$ cat src/rtl/csa_pkg.sv
// Shared types and helpers for the shared carry-skip adder arbiter:
// operation encoding, result-slot states and round-robin grant functions.
package csa_pkg;

  localparam logic ADD = 1'b0;
  localparam logic SUB = 1'b1;

  // Helpers operate on a fixed maximum requester count; callers zero-extend.
  localparam int unsigned MAXREQ = 32;
  localparam int unsigned MAXIDW = 5;

  typedef logic [MAXREQ-1:0] req_vec_t;

  typedef enum logic {
    SLOT_EMPTY = 1'b0,
    SLOT_FULL  = 1'b1
  } slot_state_t;

  // One-hot pick of the first valid index scanning ptr, ptr+1, ... mod nreq.
  function automatic req_vec_t rr_pick(input req_vec_t valid,
                                       input int unsigned ptr,
                                       input int unsigned nreq);
    req_vec_t    grant;
    logic        found;
    int unsigned pos;
    grant = '0;
    found = 1'b0;
    for (int unsigned i = 0; i < MAXREQ; i++) begin
      pos = ptr + i;
      if (pos >= nreq) pos = pos - nreq;
      if ((i < nreq) && !found && valid[pos[MAXIDW-1:0]]) begin
        grant[pos[MAXIDW-1:0]] = 1'b1;
        found = 1'b1;
      end
    end
    return grant;
  endfunction

  function automatic logic [MAXIDW-1:0] onehot2idx(input req_vec_t onehot);
    logic [MAXIDW-1:0] idx;
    idx = '0;
    for (int unsigned i = 0; i < MAXREQ; i++) begin
      if (onehot[i]) idx = idx | i[MAXIDW-1:0];
    end
    return idx;
  endfunction

endpackage

$ cat src/rtl/csa_rr_arbiter.sv
// Round-robin arbiter: grants the first valid requester from rr_ptr onward and
// moves rr_ptr past the winner whenever a transfer completes.
module csa_rr_arbiter
  import csa_pkg::*;
#(
  parameter int unsigned NREQ = 4
) (
  input  logic                     clk,
  input  logic                     rst_n,
  input  logic [NREQ-1:0]          valid,
  input  logic                     enable,
  input  logic                     advance,
  output logic [NREQ-1:0]          grant,
  output logic [$clog2(NREQ)-1:0]  grant_idx
);

  localparam int unsigned IDW = $clog2(NREQ);

  logic [IDW-1:0]    rr_ptr;
  req_vec_t          pick;
  logic [MAXIDW-1:0] pick_idx;

  always_comb begin
    pick     = rr_pick(req_vec_t'(valid), 32'(rr_ptr), NREQ);
    pick_idx = onehot2idx(pick);
  end

  assign grant     = enable ? pick[NREQ-1:0] : '0;
  assign grant_idx = pick_idx[IDW-1:0];

  // Explicit wrap keeps non-power-of-2 NREQ inside the valid index range.
  always_ff @(posedge clk or negedge rst_n) begin
    if (!rst_n) begin
      rr_ptr <= '0;
    end else if (advance) begin
      rr_ptr <= (grant_idx == IDW'(NREQ - 1)) ? '0 : grant_idx + 1'b1;
    end
  end

endmodule

$ cat src/rtl/csa_skip_adder.sv
// Combinational carry-skip adder built from 4-bit ripple blocks; a block
// whose bits all propagate forwards its incoming carry directly.
module csa_skip_adder #(
  parameter int unsigned N = 32
) (
  input  logic [N-1:0] a,
  input  logic [N-1:0] b,
  input  logic         cin,
  output logic [N-1:0] sum,
  output logic         cout
);

  localparam int unsigned NB = N / 4;

  always_comb begin
    logic [NB:0]  blk_c;
    logic [N-1:0] s;
    logic         rc;
    logic         prop;
    blk_c    = '0;
    s        = '0;
    rc       = 1'b0;
    prop     = 1'b0;
    blk_c[0] = cin;
    for (int unsigned j = 0; j < NB; j++) begin
      rc   = blk_c[j];
      prop = 1'b1;
      for (int unsigned i = 0; i < 4; i++) begin
        s[4*j+i] = a[4*j+i] ^ b[4*j+i] ^ rc;
        rc       = (a[4*j+i] & b[4*j+i]) | (rc & (a[4*j+i] ^ b[4*j+i]));
        prop     = prop & (a[4*j+i] ^ b[4*j+i]);
      end
      blk_c[j+1] = prop ? blk_c[j] : rc;
    end
    sum  = s;
    cout = blk_c[NB];
  end

endmodule

$ cat src/rtl/csa_shared_arbiter.sv
// Shares one carry-skip adder among NREQ requesters: round-robin grant,
// operand mux with subtract inversion, and a one-deep registered result slot.
module csa_shared_arbiter
  import csa_pkg::*;
#(
  parameter int unsigned N    = 32,
  parameter int unsigned NREQ = 4
) (
  input  logic                     clk,
  input  logic                     rst_n,
  input  logic [NREQ-1:0]          req_valid,
  output logic [NREQ-1:0]          req_ready,
  input  logic [NREQ-1:0]          req_sub,
  input  logic [NREQ*N-1:0]        req_a,
  input  logic [NREQ*N-1:0]        req_b,
  output logic                     rsp_valid,
  input  logic                     rsp_ready,
  output logic [$clog2(NREQ)-1:0]  rsp_id,
  output logic [N-1:0]             rsp_sum,
  output logic                     rsp_cout,
  output logic                     rsp_of
);

  localparam int unsigned IDW = $clog2(NREQ);

  slot_state_t     slot_q;
  slot_state_t     slot_d;
  logic            slot_free;
  logic            transfer;
  logic [NREQ-1:0] grant;
  logic [IDW-1:0]  grant_idx;
  logic [N-1:0]    op_a;
  logic [N-1:0]    op_b;
  logic            op_sub;
  logic [N-1:0]    csa_b;
  logic [N-1:0]    csa_sum;
  logic            csa_cout;
  logic            csa_of;

  assign rsp_valid = (slot_q == SLOT_FULL);
  assign slot_free = !rsp_valid || rsp_ready;

  // rst_n gating holds req_ready low for the whole reset window.
  csa_rr_arbiter #(
    .NREQ (NREQ)
  ) u_arb (
    .clk       (clk),
    .rst_n     (rst_n),
    .valid     (req_valid),
    .enable    (slot_free & rst_n),
    .advance   (transfer),
    .grant     (grant),
    .grant_idx (grant_idx)
  );

  assign req_ready = grant;
  assign transfer  = |(req_valid & req_ready);

  always_comb begin
    op_a   = '0;
    op_b   = '0;
    op_sub = ADD;
    for (int unsigned k = 0; k < NREQ; k++) begin
      if (grant[k]) begin
        op_a   = req_a[k*N +: N];
        op_b   = req_b[k*N +: N];
        op_sub = req_sub[k];
      end
    end
  end

  assign csa_b = (op_sub == SUB) ? ~op_b : op_b;

  csa_skip_adder #(
    .N (N)
  ) u_csa (
    .a    (op_a),
    .b    (csa_b),
    .cin  (op_sub),
    .sum  (csa_sum),
    .cout (csa_cout)
  );

  assign csa_of = (csa_sum[N-1] ^ op_a[N-1]) & ~(op_a[N-1] ^ csa_b[N-1]);

  always_comb begin
    slot_d = slot_q;
    case (slot_q)
      SLOT_EMPTY: if (transfer) slot_d = SLOT_FULL;
      SLOT_FULL: begin
        if (transfer)       slot_d = SLOT_FULL;
        else if (rsp_ready) slot_d = SLOT_EMPTY;
      end
      default: slot_d = SLOT_EMPTY;
    endcase
  end

  always_ff @(posedge clk or negedge rst_n) begin
    if (!rst_n) begin
      slot_q <= SLOT_EMPTY;
    end else begin
      slot_q <= slot_d;
    end
  end

  always_ff @(posedge clk or negedge rst_n) begin
    if (!rst_n) begin
      rsp_id   <= '0;
      rsp_sum  <= '0;
      rsp_cout <= 1'b0;
      rsp_of   <= 1'b0;
    end else if (transfer) begin
      rsp_id   <= grant_idx;
      rsp_sum  <= csa_sum;
      rsp_cout <= csa_cout;
      rsp_of   <= csa_of;
    end
  end

endmodule

$ cat config.mk
export PLATFORM = sky130hd
export DESIGN_NAME = csa_shared_arbiter
export DESIGN_NICKNAME = d
export VERILOG_FILES = /design/src/rtl/csa_pkg.sv /design/src/rtl/csa_rr_arbiter.sv /design/src/rtl/csa_skip_adder.sv /design/src/rtl/csa_shared_arbiter.sv
export SDC_FILE = /design/constraint.sdc
export NUM_CORES = 1
export LEC_CHECK = 0
export CAP_MARGIN = 20
export CELL_PAD_IN_SITES_DETAIL_PLACEMENT = 0
export CELL_PAD_IN_SITES_GLOBAL_PLACEMENT = 1
export CORE_UTILIZATION = 27
export DETAILED_ROUTE_END_ITERATION = 8
export PLACE_DENSITY_LB_ADDON = 0.1
export SETUP_SLACK_MARGIN = 0.15
export SYNTH_ARGS = -nofsm -noshare
export SYNTH_HDL_FRONTEND = slang
export SYNTH_SLANG_ARGS = --single-unit
$ cat constraint.sdc
create_clock -name clk -period 21 [get_ports clk]
set_clock_uncertainty 0.1 [all_clocks]
set_input_delay 4.2 -clock clk [delete_from_list [all_inputs] [get_ports clk]]
set_output_delay 4.2 -clock clk [all_outputs]
set_load 0.03 [all_outputs]
==> results of run 1 <==
worst register-to-register path: cells and delay by family (launching register included):
kind                       cells  cell delay, ns
adders and majority gates     32           11.65
muxes                          1            0.55
and+or+nand+nor               11            1.03
buffers and inverters          6            0.57
AOI/OAI and AO/OA             14            2.05
DFF                            1            0.66
xor gates and xnor gates       2            0.30
power breakdown:
part           internal [mW]  switching, mW
clock network         0.0682         0.0342
logic                  0.792           1.02
registers              0.120         0.0249
total                  0.979           1.08
metrics by stage:
step / setup WS [ns] / instance area (sq um) / cells / setup TNS (ns)
after floorplan: 0.158 / 5470 / 703 / 0
after global placement: -0.686 / 9060 / 1274 / -1.51
after detailed placement: -1.02 / 9060 / 1274 / -3.00
after CTS: 0.160 / 9310 / 1284 / 0
after global routing: 0.192 / 9380 / 1285 / 0
final: 0.970 / 9380 / 1285 / 0
worst max-delay path by stage:
stage / end / cells past startpoint
after CTS: rsp_of / 68
after global placement: rsp_of / 63
after detailed placement: rsp_of / 63
after floorplan: rsp_of / 65
final: rsp_of / 68
after global routing: rsp_of / 68
cells by family after synthesis:
group | after synthesis | synth area share
adders and majority gates | 71 | 0.205
buffers and inverters | 125 | 0.0946
muxes | 10 | 0.0263
AOI/OAI and AO/OA | 197 | 0.247
and+or+nand+nor | 228 | 0.194
DFF | 39 | 0.179
xor gates and xnor gates | 33 | 0.0543
synthesized netlist by cell type, types with 4 or more instances:
master | number | area share
and4_1 | 4 | 0.0064
nand4_1 | 7 | 0.0080
xnor2_1 | 30 | 0.048
buf_4 | 7 | 0.0096
buf_2 | 17 | 0.016
nor3_1 | 60 | 0.055
and3_1 | 5 | 0.0057
o31ai_1 | 6 | 0.0082
buf_1 | 10 | 0.0069
clkbuf_1 | 20 | 0.014
a21oi_1 | 97 | 0.089
inv_1 | 70 | 0.048
nand2_1 | 32 | 0.022
a221oi_1 | 66 | 0.11
fa_1 | 31 | 0.11
nand3_1 | 6 | 0.0055
ha_1 | 40 | 0.092
nor2_1 | 98 | 0.067
nor2b_1 | 4 | 0.0046
dfrtp_1 | 39 | 0.18
layout make-up:
| cell class | instances | area, sq um |
|---|---|---|
| Fill cell | 2053 | 10300 |
| Timing Repair Buffer | 363 | 3510 |
| Clock inverter | 3 | 67.6 |
| Tap cell | 265 | 332 |
| Multi-Input combinational cell | 539 | 4100 |
| Clock buffer | 5 | 125 |
| Inverter | 71 | 269 |
| Sequential cell | 39 | 976 |
state kept, by name (all words and copies together) (netlist names):
name and flops:
rsp_of 1, rsp_id 2, u_arb.rr_ptr 2, rsp_sum 32, rsp_cout 1, rsp_valid 1
layout by cell type, fill, tap and decap left out, types with 3 or more instances in the layout:
master and instances:
and3_1 4, dfrtp_1 39, mux2_2 4, a221oi_1 65, nor3_1 60, ha_1 40, a211oi_1 3, clkbuf_16 5
nor2b_1 4, nor2_1 96, inv_1 69, fa_1 8, nand3_1 6, xnor2_1 30, nand2_2 4, mux4_2 3
buf_4 54, a31oi_1 3, clkdlybuf4s50_1 302, fa_2 23, dlygate4sd2_1 4, and4_1 4, nand2b_1 3, nand2_1 28
a21oi_1 94, nand4_1 7, o31ai_1 6
routing by layer:
| layer | wire, um | global-route usage | up-vias |
|---|---|---|---|
| met1 | 9680 | 0.272 | 2935 |
| li1 | - | - | 3121 |
| met4 | 106 | 0.0266 | 0 |
| met3 | 1320 | 0.0384 | 5 |
| met2 | 11800 | 0.401 | 179 |
| met5 | 0 | 0 | - |
what timing repair did:
action	in CTS	in global routing
pin swaps	5	14
hold endpoints to repair	0	0
setup endpoints to repair	5	5
setup buffers	2	1
resized for setup	18	24
==> metrics.yaml, run 1 <==
outcome:
  outcome: "complete, no violations"
timing:
  worstMarginPinSlew_ns: 0.969
  fin_crit_ns: 20.03
  finalCritPeriodShare: 0.954
  rsz0062_at_grt: "false"
  slew_violations: 0
  max_freq_mhz: 49.9
  finalHoldViolations: 0
  relSlewSlack: 0.354
  finalSetupViolCount: 0
  holdWs_ns: 0.371
worst_setup_path:
  critical_path_buf_inv_count: 9
  timing.rr.end: "rsp_of"
  cp_max_fo: 6
  crit_family: "adder cells"
  endpoint_kind: "register"
  startpoint: "req_valid[1]"
  cp_data_required_time_ns: 21.09
  cp_slowest_stage_delay_ns: 0.44
  worstSetupPathType: "in2reg"
  reg2reg_depth: 66
  r2r_start: "u_arb.rr_ptr[0]"
  start_kind: "input pin"
  reg2reg_slack_ns: 4.01
  worstPathArrival_ns: 20.12
  crit_path_frequent_cell: "fa_2"
  cp_slowest_cell: "fa_1"
die:
  die_h_um: 144
  placementRows: 51
  floorplan.die.width_um: 144
  ios: 308
  initial_utilization: 0.278
  dieArea_sq_um: 20800
  fp.coreArea_sq_um: 19700
cts:
  cts_tree: "built"
  hold_buffers: 0
  cts_buffers: 5
  cts.clk_slew.worst_paths_ns: 0.07
  cts_max_path_buffers: 2
  worstSkewPairLatency_ns: 0.29
  ctsRootBufferMaster: "clkbuf_16"
  cts_max_level: 2
  cts.sinks: 39
pwr:
  p_total_mw: 2.06
  p_per_area_nw_per_um2: 220
  power.static_leakage_nw: 3.89
  vdd_drop_max_mv: 0.0869
layout:
  finalNetCount: 1357
  area_growth_pct: 71.7
  final_util: 0.477
  n_antenna_cell: 0
  drive_gt1_frac: 0.120
place:
  gp_congestion: 0.834
  port_buffers: 307
  post-dp-hpwl_um: 19100
global_routing:
  grt_pass1_vias: 6310
  antenna_found_initial: 0
  gr-usage-all-layers: 0.219
  overflow: 0
  grt_start_max_net_pins: 69
  grt_pass1_wl_um: 34500
route:
  firstDrtPassIters: 4
  drt_iter0_markers: 139
  viasPerCell: 4.86
  wl_um: 22900
  postRouteAntennaNets: 0
  drcViolationCount: 0
  drt-wirelength-per-cell_um: 17.8
  vias: 6240
min_path:
  hold_start: "rsp_sum[29]"
  whs_path_depth: 2
  min_to: "rsp_sum[29]"
  min_path_type: "reg2reg"
yosys:
  yosysSeqAreaShare: 0.179
  synth_async_sr_flop_share: 1.00
  ys_types: 54
  synth_edf_count: 0
  netlist_area_sq_um: 5460
  yosysWarnings: 0
  postSynthRegisterBits: 39
  syn-instance-count: 703
  synth_flop_cell: "dfrtp_1"
  avgSynthCellArea_sq_um: 7.77
  syn-num-nets: 1041
job:
  cap_violations: 0
(Power assumes the default switching activity.)
==> inputs of run 2 (changes only) <==
==> constraint.sdc (replaced) <==
create_clock -name clk -period 19.6 [get_ports clk]
set_clock_uncertainty 0.1 [all_clocks]
set_input_delay 3.92 -clock clk [delete_from_list [all_inputs] [get_ports clk]]
set_output_delay 3.92 -clock clk [all_outputs]
set_load 0.03 [all_outputs]
==> run 2 against run 1 <==
Cell count up 1.1%. Die area unchanged. Critical path depth decreased by 3. Non-clock buffer count is 14 higher. Sequential share of layout area fell by 0.29 points. Register-to-register slack worse by 1.4 ns. Clock-buffer cell count rose by 1. Worst hold slack lost 0.0040 ns. Sequential power rose by 8%. Critical path type unchanged. Critical endpoint unchanged. Largest power group unchanged. Highest routed layer unchanged.
==> metrics.yaml, run 2 (same netlist as run 1, synthesis figures left out) <==
timing:
  relSlewSlack: 0.352
  holdWs_ns: 0.367
  finalHoldViolations: 0
  setup_slack_ns: 0.0242
  rsz0062_at_grt: "true"
  slew_violations: 0
  worstMarginPinSlew_ns: 0.972
  finalCritPeriodShare: 0.999
  fin_crit_ns: 19.58
  max_freq_mhz: 51.1
  finalSetupViolCount: 0
worst_setup_path:
  crit_path_frequent_cell: "fa_2"
  crit_family: "adder cells"
  worstPathArrival_ns: 19.66
  cp_max_fo: 7
  cp_data_required_time_ns: 19.69
  cp_slowest_stage_delay_ns: 0.61
  critical_path_buf_inv_count: 8
  cp_slowest_cell: "mux4_2"
  r2r_start: "u_arb.rr_ptr[0]"
  startpoint: "req_valid[3]"
  worstSetupPathType: "in2reg"
  endpoint_kind: "register"
  start_kind: "input pin"
layout:
  final_common_cell: "clkdlybuf4s50_1"
  area_growth_pct: 76.5
  n_antenna_cell: 0
  fin_area_sq_um: 9640
  final_cells: 1299
  finalNetCount: 1371
  final_util: 0.491
  top_regs: "rsp_sum (32), rsp_id (2), u_arb.rr_ptr (2)"
  layout_common_cells: "clkdlybuf4s50_1 (302), nor2_1 (96), a21oi_1 (92)"
  largest_register: "rsp_sum"
  drive_gt1_frac: 0.162
  largest_reg_flops: 32
pwr:
  p_int_mw: 1.10
  pwr-share-clk: 0.037
  p_per_area_nw_per_um2: 240
  switching_power_mw: 1.21
  p_seq_frac: 0.067
  p_sw_frac: 0.523
  pwr-share-comb: 0.897
  power.static_leakage_nw: 3.97
  vdd_drop_max_mv: 0.0887
global_routing:
  grt_pass1_vias: 6296
  gr-usage-all-layers: 0.214
  antenna_found_initial: 0
  grt_pass1_wl_um: 33900
  grt_start_max_net_pins: 69
  overflow: 0
cts:
  cts_max_level: 2
  cts_tree: "built"
  cts_max_path_buffers: 2
  cts_buffers: 5
  worstSkewPairLatency_ns: 0.28
  cts.sinks: 39
  cts.clk_slew.worst_paths_ns: 0.06
  ctsRootBufferMaster: "clkbuf_16"
die:
  fp.coreArea_sq_um: 19700
  ios: 308
  dieArea_sq_um: 20800
  floorplan.die.width_um: 144
  placementRows: 51
  initial_utilization: 0.278
  die_h_um: 144
outcome:
  outcome: "complete, no violations"
route:
  drt-wirelength-per-cell_um: 17.7
  viasPerCell: 4.83
  wl_um: 22900
  firstDrtPassIters: 4
  postRouteAntennaNets: 0
  vias: 6271
  drt_iter0_markers: 185
  drcViolationCount: 0
min_path:
  min_path_type: "reg2reg"
  hold_start: "rsp_sum[31]"
job:
  cap_violations: 0
place:
  post-dp-hpwl_um: 19100
  pre_cts_slack_ns: -0.940
  gp_congestion: 0.816
  dp_cells: 1275
  port_buffers: 307
  postPlaceCellArea_sq_um: 9130
## run 2: cell types whose count changed in the layout (fill, tap and decap cells not counted), moves of 3 or more
cell,previous run,this run
dlygate4sd2_1,4,0
fa_2,23,30
nand2_1,28,25
fa_1,8,1
nand2_2,4,7
buf_4,54,66
a221oi_1,65,61
## run 2: area by class of cell
| cell class | instances | area, sq um |
|---|---|---|
| sequential | 39 | 976 |
| inverter | 71 | 269 |
| fill | 1971 | 10000 |
| clock buffer | 6 | 139 |
| multi-input combinational | 539 | 4290 |
| timing repair buffer | 377 | 3620 |
| tap | 265 | 332 |
| clock inverter | 2 | 16.3 |
## run 2: power by group through the flow
| stage | combinational, mW | clock, mW | sequential, mW |
|---|---|---|---|
| finish | 2.07 | 0.0849 | 0.155 |
| global route | 2.34 | 0.0904 | 0.161 |
| CTS | 1.98 | 0.0882 | 0.155 |
| detailed placement | 1.93 | 0 | 0.157 |
| global placement | 1.91 | 0 | 0.155 |
| floorplan | 1.21 | 0 | 0.224 |
## run 2: path summary, 6_finish.rpt
path                                to  depth (start not counted)  slack, ns
max reg2reg                     rsp_of                         66       2.62
min reg2reg                rsp_sum[31]                          2       0.37
max in group asynchronous  rsp_sum[20]                          2      15.56
min                        rsp_sum[31]                          2       0.37
max                             rsp_of                         65       0.02
min in group asynchronous    rsp_valid                          2       3.56
## run 2: per-layer routing
layer | up-vias | GRT usage | wire length (um)
met1 | 2954 | 0.266 | 9620
met5 | - | 0 | 0
met3 | 6 | 0.0308 | 1090
met4 | 0 | 0.0271 | 108
met2 | 172 | 0.398 | 12100
li1 | 3139 | - | -
## run 2: per-stage QoR
step                      power (mW)  setup TNS (ns)
after global routing            2.59           -1.16
after global placement          2.07           -1.51
after CTS                       2.22          -0.291
final                           2.31               0
after floorplan                 1.44               0
after detailed placement        2.08           -2.58
## run 2: timing repair
action                                 CTS  global route
buffers inserted                         4            12
pin swaps                                7            36
cloned                                   0             0
gates resized for setup                 17            50
hold buffers                             0             0
setup endpoints to repair                5             5
endpoints found under the hold margin    0             0
## run 2: worst register-to-register path, delay by kind of cell (launching register included)
| family | cells | cell delay, ns |
|---|---|---|
| compound gates | 13 | 1.86 |
| buf+inv | 7 | 0.70 |
| flops | 1 | 0.68 |
| mux | 1 | 0.55 |
| xor+xnor | 2 | 0.31 |
| simple gates | 11 | 1.12 |
| fa+ha+maj | 32 | 11.59 |
